--- config.mk ---
export PLATFORM = sky130hd
export DESIGN_NAME = instr_fetch_stage
export DESIGN_NICKNAME = d
export VERILOG_FILES = /design/src/rtl/instr_fetch_stage.sv
export SDC_FILE = /design/constraint.sdc
export NUM_CORES = 1
export LEC_CHECK = 0
export CAP_MARGIN = 20
export CORE_UTILIZATION = 39
export CTS_CLUSTER_DIAMETER = 30
export CTS_CLUSTER_SIZE = 12
export DETAILED_ROUTE_END_ITERATION = 6
export PLACE_DENSITY = 0.88
export SLEW_MARGIN = 0
export SYNTH_ARGS = -nofsm -noshare
export SYNTH_HDL_FRONTEND = slang
export SYNTH_SLANG_ARGS = --single-unit
--- constraint.sdc ---
create_clock -name clock -period 1.9 [get_ports clock]
set_input_delay 0.38 -clock clock [delete_from_list [all_inputs] [get_ports clock]]
set_output_delay 0.38 -clock clock [all_outputs]
set_load 0.01 [all_outputs]
--- src/rtl/instr_fetch_stage.sv ---
`default_nettype none
// ============================================================================
// Module      : instr_fetch_stage
// Description : IF stage of the 5-stage RV32 pipeline. Owns the PC and fetches
//               from instruction memory over a req/gnt/rvalid handshake with at
//               most one request in flight. It presents {pc, instr, valid} to
//               the IF/ID register, honours hazard stalls (if_id_write) and
//               EX-stage redirects, and flushes IF/ID on redirect.
//               Optional macro IF_PERF_CNT_EN adds the perf_fetched and
//               perf_stall_cycles counter ports.
// Revision    : 1.0 - initial release
// ============================================================================
module instr_fetch_stage #(
    parameter logic [31:0] RESET_PC  = 32'h0000_0000,
    parameter logic [31:0] NOP_INSTR = 32'h0000_0013
) (
    input  logic        clock,
    input  logic        reset,
    input  logic        if_id_write,
    input  logic        redirect_valid,
    input  logic [31:0] redirect_pc,
    output logic        imem_req,
    output logic [31:0] imem_addr,
    input  logic        imem_gnt,
    input  logic        imem_rvalid,
    input  logic [31:0] imem_rdata,
    output logic        fetch_valid,
    output logic [31:0] fetch_pc,
    output logic [31:0] fetch_instr,
`ifdef IF_PERF_CNT_EN
    output logic [31:0] perf_fetched,
    output logic [31:0] perf_stall_cycles,
`endif
    output logic        if_id_flush
);

    typedef enum logic [2:0] {
        S_IDLE  = 3'd0,
        S_REQ   = 3'd1,
        S_WAIT  = 3'd2,
        S_HOLD  = 3'd3,
        S_DRAIN = 3'd4
    } state_t;

    localparam logic [31:0] C_PC_STEP = 32'd4;

    state_t      state_q, state_d;
    logic [31:0] pc_q, pc_d;
    logic        fetch_valid_q, fetch_valid_d;
    logic [31:0] fetch_pc_q, fetch_pc_d;
    logic [31:0] fetch_instr_q, fetch_instr_d;
    logic        imem_req_q, imem_req_d;

    // Redirect targets are word aligned; the two low target bits are dropped.
    logic        unused_redirect_lsbs;
    assign unused_redirect_lsbs = ^redirect_pc[1:0];

    // Next-state logic: normal flow first, then a redirect overrides it.
    always_comb begin
        state_d       = state_q;
        pc_d          = pc_q;
        fetch_valid_d = fetch_valid_q;
        fetch_pc_d    = fetch_pc_q;
        fetch_instr_d = fetch_instr_q;

        case (state_q)
            S_IDLE:  state_d = S_REQ;
            S_REQ:   if (imem_gnt) state_d = S_WAIT;
            S_WAIT: begin
                if (imem_rvalid) begin
                    fetch_instr_d = imem_rdata;
                    fetch_pc_d    = pc_q;
                    fetch_valid_d = 1'b1;
                    state_d       = S_HOLD;
                end
            end
            S_HOLD: begin
                if (if_id_write) begin
                    pc_d          = pc_q + C_PC_STEP;
                    fetch_valid_d = 1'b0;
                    fetch_instr_d = NOP_INSTR;
                    state_d       = S_REQ;
                end
            end
            S_DRAIN: if (imem_rvalid) state_d = S_REQ;
            default: state_d = S_IDLE;
        endcase

        if (redirect_valid) begin
            pc_d          = {redirect_pc[31:2], 2'b00};
            fetch_valid_d = 1'b0;
            fetch_instr_d = NOP_INSTR;
            fetch_pc_d    = fetch_pc_q;
            case (state_q)
                // A request accepted this cycle still owes a response to drain.
                S_REQ:   state_d = imem_gnt ? S_DRAIN : S_REQ;
                S_WAIT:  state_d = imem_rvalid ? S_REQ : S_DRAIN;
                S_DRAIN: state_d = imem_rvalid ? S_REQ : S_DRAIN;
                default: state_d = S_REQ;
            endcase
        end

        imem_req_d = (state_d == S_REQ);
    end

    // State and output registers.
    always_ff @(posedge clock) begin
        if (reset) begin
            state_q       <= S_IDLE;
            pc_q          <= {RESET_PC[31:2], 2'b00};
            fetch_valid_q <= 1'b0;
            fetch_pc_q    <= 32'd0;
            fetch_instr_q <= NOP_INSTR;
            imem_req_q    <= 1'b0;
        end else begin
            state_q       <= state_d;
            pc_q          <= pc_d;
            fetch_valid_q <= fetch_valid_d;
            fetch_pc_q    <= fetch_pc_d;
            fetch_instr_q <= fetch_instr_d;
            imem_req_q    <= imem_req_d;
        end
    end

    assign imem_req    = imem_req_q;
    assign imem_addr   = pc_q;
    assign fetch_valid = fetch_valid_q;
    assign fetch_pc    = fetch_pc_q;
    assign fetch_instr = fetch_instr_q;
    assign if_id_flush = redirect_valid;

`ifdef IF_PERF_CNT_EN
    logic [31:0] perf_fetched_q, perf_fetched_d;
    logic [31:0] perf_stall_q, perf_stall_d;

    // Count consumed instructions and stalled presentation cycles.
    always_comb begin
        perf_fetched_d = perf_fetched_q;
        perf_stall_d   = perf_stall_q;
        if (state_q == S_HOLD) begin
            if (if_id_write && !redirect_valid) perf_fetched_d = perf_fetched_q + 32'd1;
            if (!if_id_write)                   perf_stall_d   = perf_stall_q + 32'd1;
        end
    end

    // Counter registers, cleared on reset and wrapping naturally.
    always_ff @(posedge clock) begin
        if (reset) begin
            perf_fetched_q <= 32'd0;
            perf_stall_q   <= 32'd0;
        end else begin
            perf_fetched_q <= perf_fetched_d;
            perf_stall_q   <= perf_stall_d;
        end
    end

    assign perf_fetched      = perf_fetched_q;
    assign perf_stall_cycles = perf_stall_q;
`endif

endmodule
`default_nettype wire
Word level (Yosys, flattened, before mapping)
Index checks and enable logic that the tools add are counted.
{"block": "classes", "add_sub_neg": 1, "mul": 0, "n_div": 0, "magnitude_cmp": 0, "n_eq_ne": 7, "shift": 0, "mux": 18, "bitwise_logic": 1, "reduce_logical": 10}
{"op": "32-bit two-way mux", "n": 5}
{"op": "32-bit case mux with 2 select lines", "n": 1}
{"op": "32-bit by 3-bit adder with 32-bit output, second input constant", "n": 1}
{"op": "3-bit two-way mux", "n": 7}
{"op": "3-bit case mux with 5 select lines", "n": 1}
{"op": "3-bit by 1-bit equality test with 1-bit output, second input constant", "n": 2}
{"op": "3-bit by 2-bit equality test with 1-bit output, second input constant", "n": 2}
{"op": "3-bit case mux with 2 select lines", "n": 1}
{"op": "3-bit AND reduction", "n": 2}
{"op": "2-bit nonzero test", "n": 3}
{"op": "2-bit inequality test, second input constant", "n": 2}
{"op": "2-bit AND reduction", "n": 2}
{"op": "2-bit OR reduction", "n": 2}
{"op": "3-bit equality test, second input constant", "n": 1}
{"op": "3-bit zero test", "n": 1}
{"op": "1-bit two-way mux", "n": 2}
{"op": "1-bit case mux with 2 select lines", "n": 1}
{"op": "1-bit inverter", "n": 1}
{"block": "totals", "register_bits": 101, "latchBits": 0, "ram_bits": 0, "romBits": 0, "in_bits": 70, "out_inout_bits": 99, "elab_cells": 44, "memories": 0}

Depth between registers and ports, before layout
{"block": "depth", "word_depth": 5, "mapped_depth": 8, "depth_no_buf": 5}

Worst setup path after synthesis
Ideal clock, no wire load.
{"block": "synth_timing", "kind": "register to register", "from": "register pc_q[2] (netlist: imem_addr[2])", "to": "register pc_q[30] (netlist: imem_addr[30])", "setup_time_ns": 0.062, "t_arrival_ns": 1.855, "required_ns": 1.838, "setup_slack_ns": -0.017, "path_stages_with_launch": 7, "n_path_buf": 1, "synth_period_minus_slack_ns": 1.917, "cell_sequence": "dfxtp_1 ha_1 nand3_1 or3_4 buf_6 or4_1 nand3_1"}
{"block": "synth_via", "elab_chain_len": 4}
{"item": "from (decl)", "line": "48", "rtl": "logic [31:0] pc_q, pc_d;"}
{"item": "from (signal assigned)", "line": "110", "rtl": "pc_q <= {RESET_PC[31:2], 2'b00};"}
{"item": "from (signal assigned)", "line": "117", "rtl": "pc_q <= pc_d;"}
{"item": "32-bit by 3-bit adder with 32-bit output", "line": "79", "rtl": "pc_d = pc_q + C_PC_STEP;"}
{"item": "32-bit two-way mux", "line": "78", "rtl": "if (if_id_write) begin"}
{"item": "32-bit two-way mux", "line": "66", "rtl": "case (state_q)"}
{"item": "32-bit two-way mux", "line": "89", "rtl": "if (redirect_valid) begin"}
No other way between the ends. The select of a mux whose other input is x is not followed.
A chain may end at the register's enable or synchronous reset.

Worst setup path in the final report
{"block": "layout_timing", "from": "register pc_q[8] (netlist: imem_addr[8])", "to": "output imem_addr[8]"}
{"item": "to (decl)", "line": "23", "rtl": "output logic [31:0] imem_addr,"}
No word-level cell between the ends.

==> impl_metrics.env <==
export IMPL_async_flop_share_pct=0
export IMPL_synthToLayoutAreaGrowth_pct=54.7
export IMPL_worstHoldStart="reset"
export IMPL_n_antenna_cell=0
export IMPL_power_density_nw_per_um2=625
export IMPL_num_nets_final=760
export IMPL_first_pass_iters=7
export IMPL_synth_cell_area_um2=4190
export IMPL_hp_class="in2reg"
export IMPL_startpoint="imem_addr[8]"
export IMPL_synth_cells=502
export IMPL_routabilityCongestion=0.871
export IMPL_place_ws_ns=-0.577
export IMPL_regToRegStartpoint="imem_addr[7]"
export IMPL_final_common_cell="clkdlybuf4s50_1"
export IMPL_ys_seq_area_share_pct=46.4
export IMPL_die_h_um=106
export IMPL_ant_nets=0
export IMPL_power_total_uw=4050
export IMPL_placedCellCount=809
export IMPL_ir_worst_vdd_mv=0.389
export IMPL_drc=0
export IMPL_ys_types=49
export IMPL_fp_dieArea_um2=11200
export IMPL_layout_setup_ws_ns=0.0392
export IMPL_num_io_pins=169
export IMPL_grtUsageTotal_pct=24.3
export IMPL_cts_htree_levels=3
export IMPL_setup_viol=0
export IMPL_grt_pass1_wl_um=21600
export IMPL_drv_cap=0
export IMPL_drt_total_wl_um=13700
export IMPL_worst_slew_pin_slew_ns=0.652
export IMPL_cp_start_kind="flop"
export IMPL_drive_above_1_share_pct=13.7
export IMPL_crit_buf_inv=2
export IMPL_skew_ns=0.0156
export IMPL_fmax_ghz=0.537
export IMPL_final_cell_mix="clkdlybuf4s50_1 (159), dfxtp_1 (92), nand2_1 (83)"
export IMPL_rsz0062_at_grt="false"
export IMPL_synth_flop_cell="dfxtp_1"
export IMPL_grt_ovfl_total=0
export IMPL_vias_per_cell=5.52
export IMPL_rows=37
export IMPL_hold_viol=0
export IMPL_status="completed"
export IMPL_port_buffers=162
export IMPL_synth_top_cell_area_share_pct=46.4
export IMPL_cts_inserted_buffers=9
export IMPL_leakagePower_uw=0.00231
export IMPL_critPathSlowestCell="clkdlybuf4s50_1"
export IMPL_via_count=4579
export IMPL_dieWidth_um=106
export IMPL_coreArea_um2=10400
export IMPL_postSynthAreaPerCell_um2=8.34
export IMPL_crit_type="reg2out"
export IMPL_cts_buffer_depth=2
export IMPL_finalNonFillerCells=830
export IMPL_cp_slowest_stage_delay_ns=0.57
export IMPL_cpLargestDelayFamily="buffers and inverters"
export IMPL_post_route_period_util_pct=97.9
export IMPL_end_kind="output pin"
export IMPL_cts_tree="done"
export IMPL_grt_pass1_vias=4504
export IMPL_cts_sinks=97
export IMPL_synth_edf_count=0
export IMPL_max_slew_margin_pct=56.4
export IMPL_synth_area_top_cells="dfxtp_1 (46%), nand2_1 (7.4%), a22oi_1 (5.7%)"
export IMPL_maxSlewViolCount=0
export IMPL_root_buffer="clkbuf_8"
export IMPL_cp_required_ns=1.52
export IMPL_drt_iter0_drc=370
export IMPL_ys_warn_count=0
export IMPL_wl_per_cell_um=16.5
export IMPL_path_max_fanout=7
export IMPL_yosysTopAreaCell="dfxtp_1"
export IMPL_antenna_found_initial=0
export IMPL_critPathArrivalTime_ns=1.48
export IMPL_fillers=893
export IMPL_clk_pin_slew_ns=0.10
export IMPL_min_period_ns=1.86
export IMPL_timing_hold_ws_ns=0.432
export IMPL_start_util_pct=40.4
export IMPL_grt_max_degree=45
export IMPL_clock_latency_ns=0.37
export IMPL_ys_seq_elements=97
export IMPL_crit_path_cell_trace="buf_4 > clkdlybuf4s50_1"
export IMPL_detailed_place_hpwl_um=10000
logic make-up after synthesis:
| kind of cell | synth area share [%] |
|---|---|
| buffers and inverters | 5.35 |
| XOR/XNOR | 1.67 |
| flip-flops | 46.4 |
| AND/OR/NAND/NOR | 27.4 |
| adder cells (fa/ha/maj) | 0.299 |
| other | 0.0896 |
| AO/OA/AOI/OAI | 18.8 |
per-stage QoR:
step	TNS [ns]	util, %	area (µm²)
6_report	0	62.4	6470
5_1_grt	0	62.4	6470
3_5_place_dp	-22.95	59.9	6220
4_1_cts	0	62.1	6440
2_1_floorplan	0	-	4200
3_3_place_gp	-19.15	59.9	6220
flip-flops by register name (all words and copies together), names as in the netlist:
name         cells
fetch_instr     32
imem_addr       30
fetch_pc        30
state_q          3
imem_req         1
fetch_valid      1
area by class of cell:
cell class                 count  area [µm²]  share of cell area (%)
clock inverter                 7        61.3                   0.947
clock buffer                   9         124                    1.91
inverter                       5        18.8                   0.290
sequential                    97        1950                    30.1
timing repair buffer         216        2060                    31.8
multi-input combinational    360        2090                    32.3
tap                          136         170                    2.63
worst paths after layout:
path	endpoint	slack (ns)	cells after the start
worst max-delay path	imem_addr[8]	0.04	2
worst min-delay path	imem_addr[30]	0.43	4
worst max register to register	imem_addr[20]	0.06	4
worst min register to register	fetch_pc[8]	0.46	2
repair_timing:
action	CTS	global route
hold endpoints to repair	0	0
pin swaps	3	1
resized for setup	6	9
setup endpoints to repair	37	10
hold buffers	0	0
cloned	0	1
setup buffers	3	1
cell usage after synthesis (2+ instances only):
cell	count
a2111oi_0	4
a211o_1	2
a211oi_1	12
a21oi_1	35
a22oi_1	32
a311oi_1	10
and2_1	3
and3_1	10
and4_1	12
buf_4	8
clkbuf_1	33
dfxtp_1	97
inv_1	5
nand2_1	83
nand3_1	12
nand4_1	10
nor2_1	58
nor3_1	4
nor3b_1	2
nor4_1	4
nor4b_1	2
o21ai_0	13
o22ai_1	3
o31ai_1	4
or2_2	2
or3_1	7
or4_1	7
xnor2_1	3
xor2_1	5
metal layers:
metal / global-route usage (%) / share of wire, % / up-vias
li1: - / - / 2178
met1: 28.5 / 40 / 2152
met2: 41.4 / 48 / 217
met3: 7.61 / 9.7 / 32
met4: 9.13 / 2.5 / 0
met5: 0 / 0 / -
tightest hold or removal path, stage by stage:
cell     delay (ns)
buf_2          0.13
or3_1          0.11
or4_1          0.09
nand3_1        0.06
power breakdown:
group,total [µW],internal (µW),switching [µW]
clock network,1310,502,804
logic,592,334,258
registers,2150,2090,60.3
total,4050,2930,1120
No activity file was read; power rests on OpenSTA's default activity.
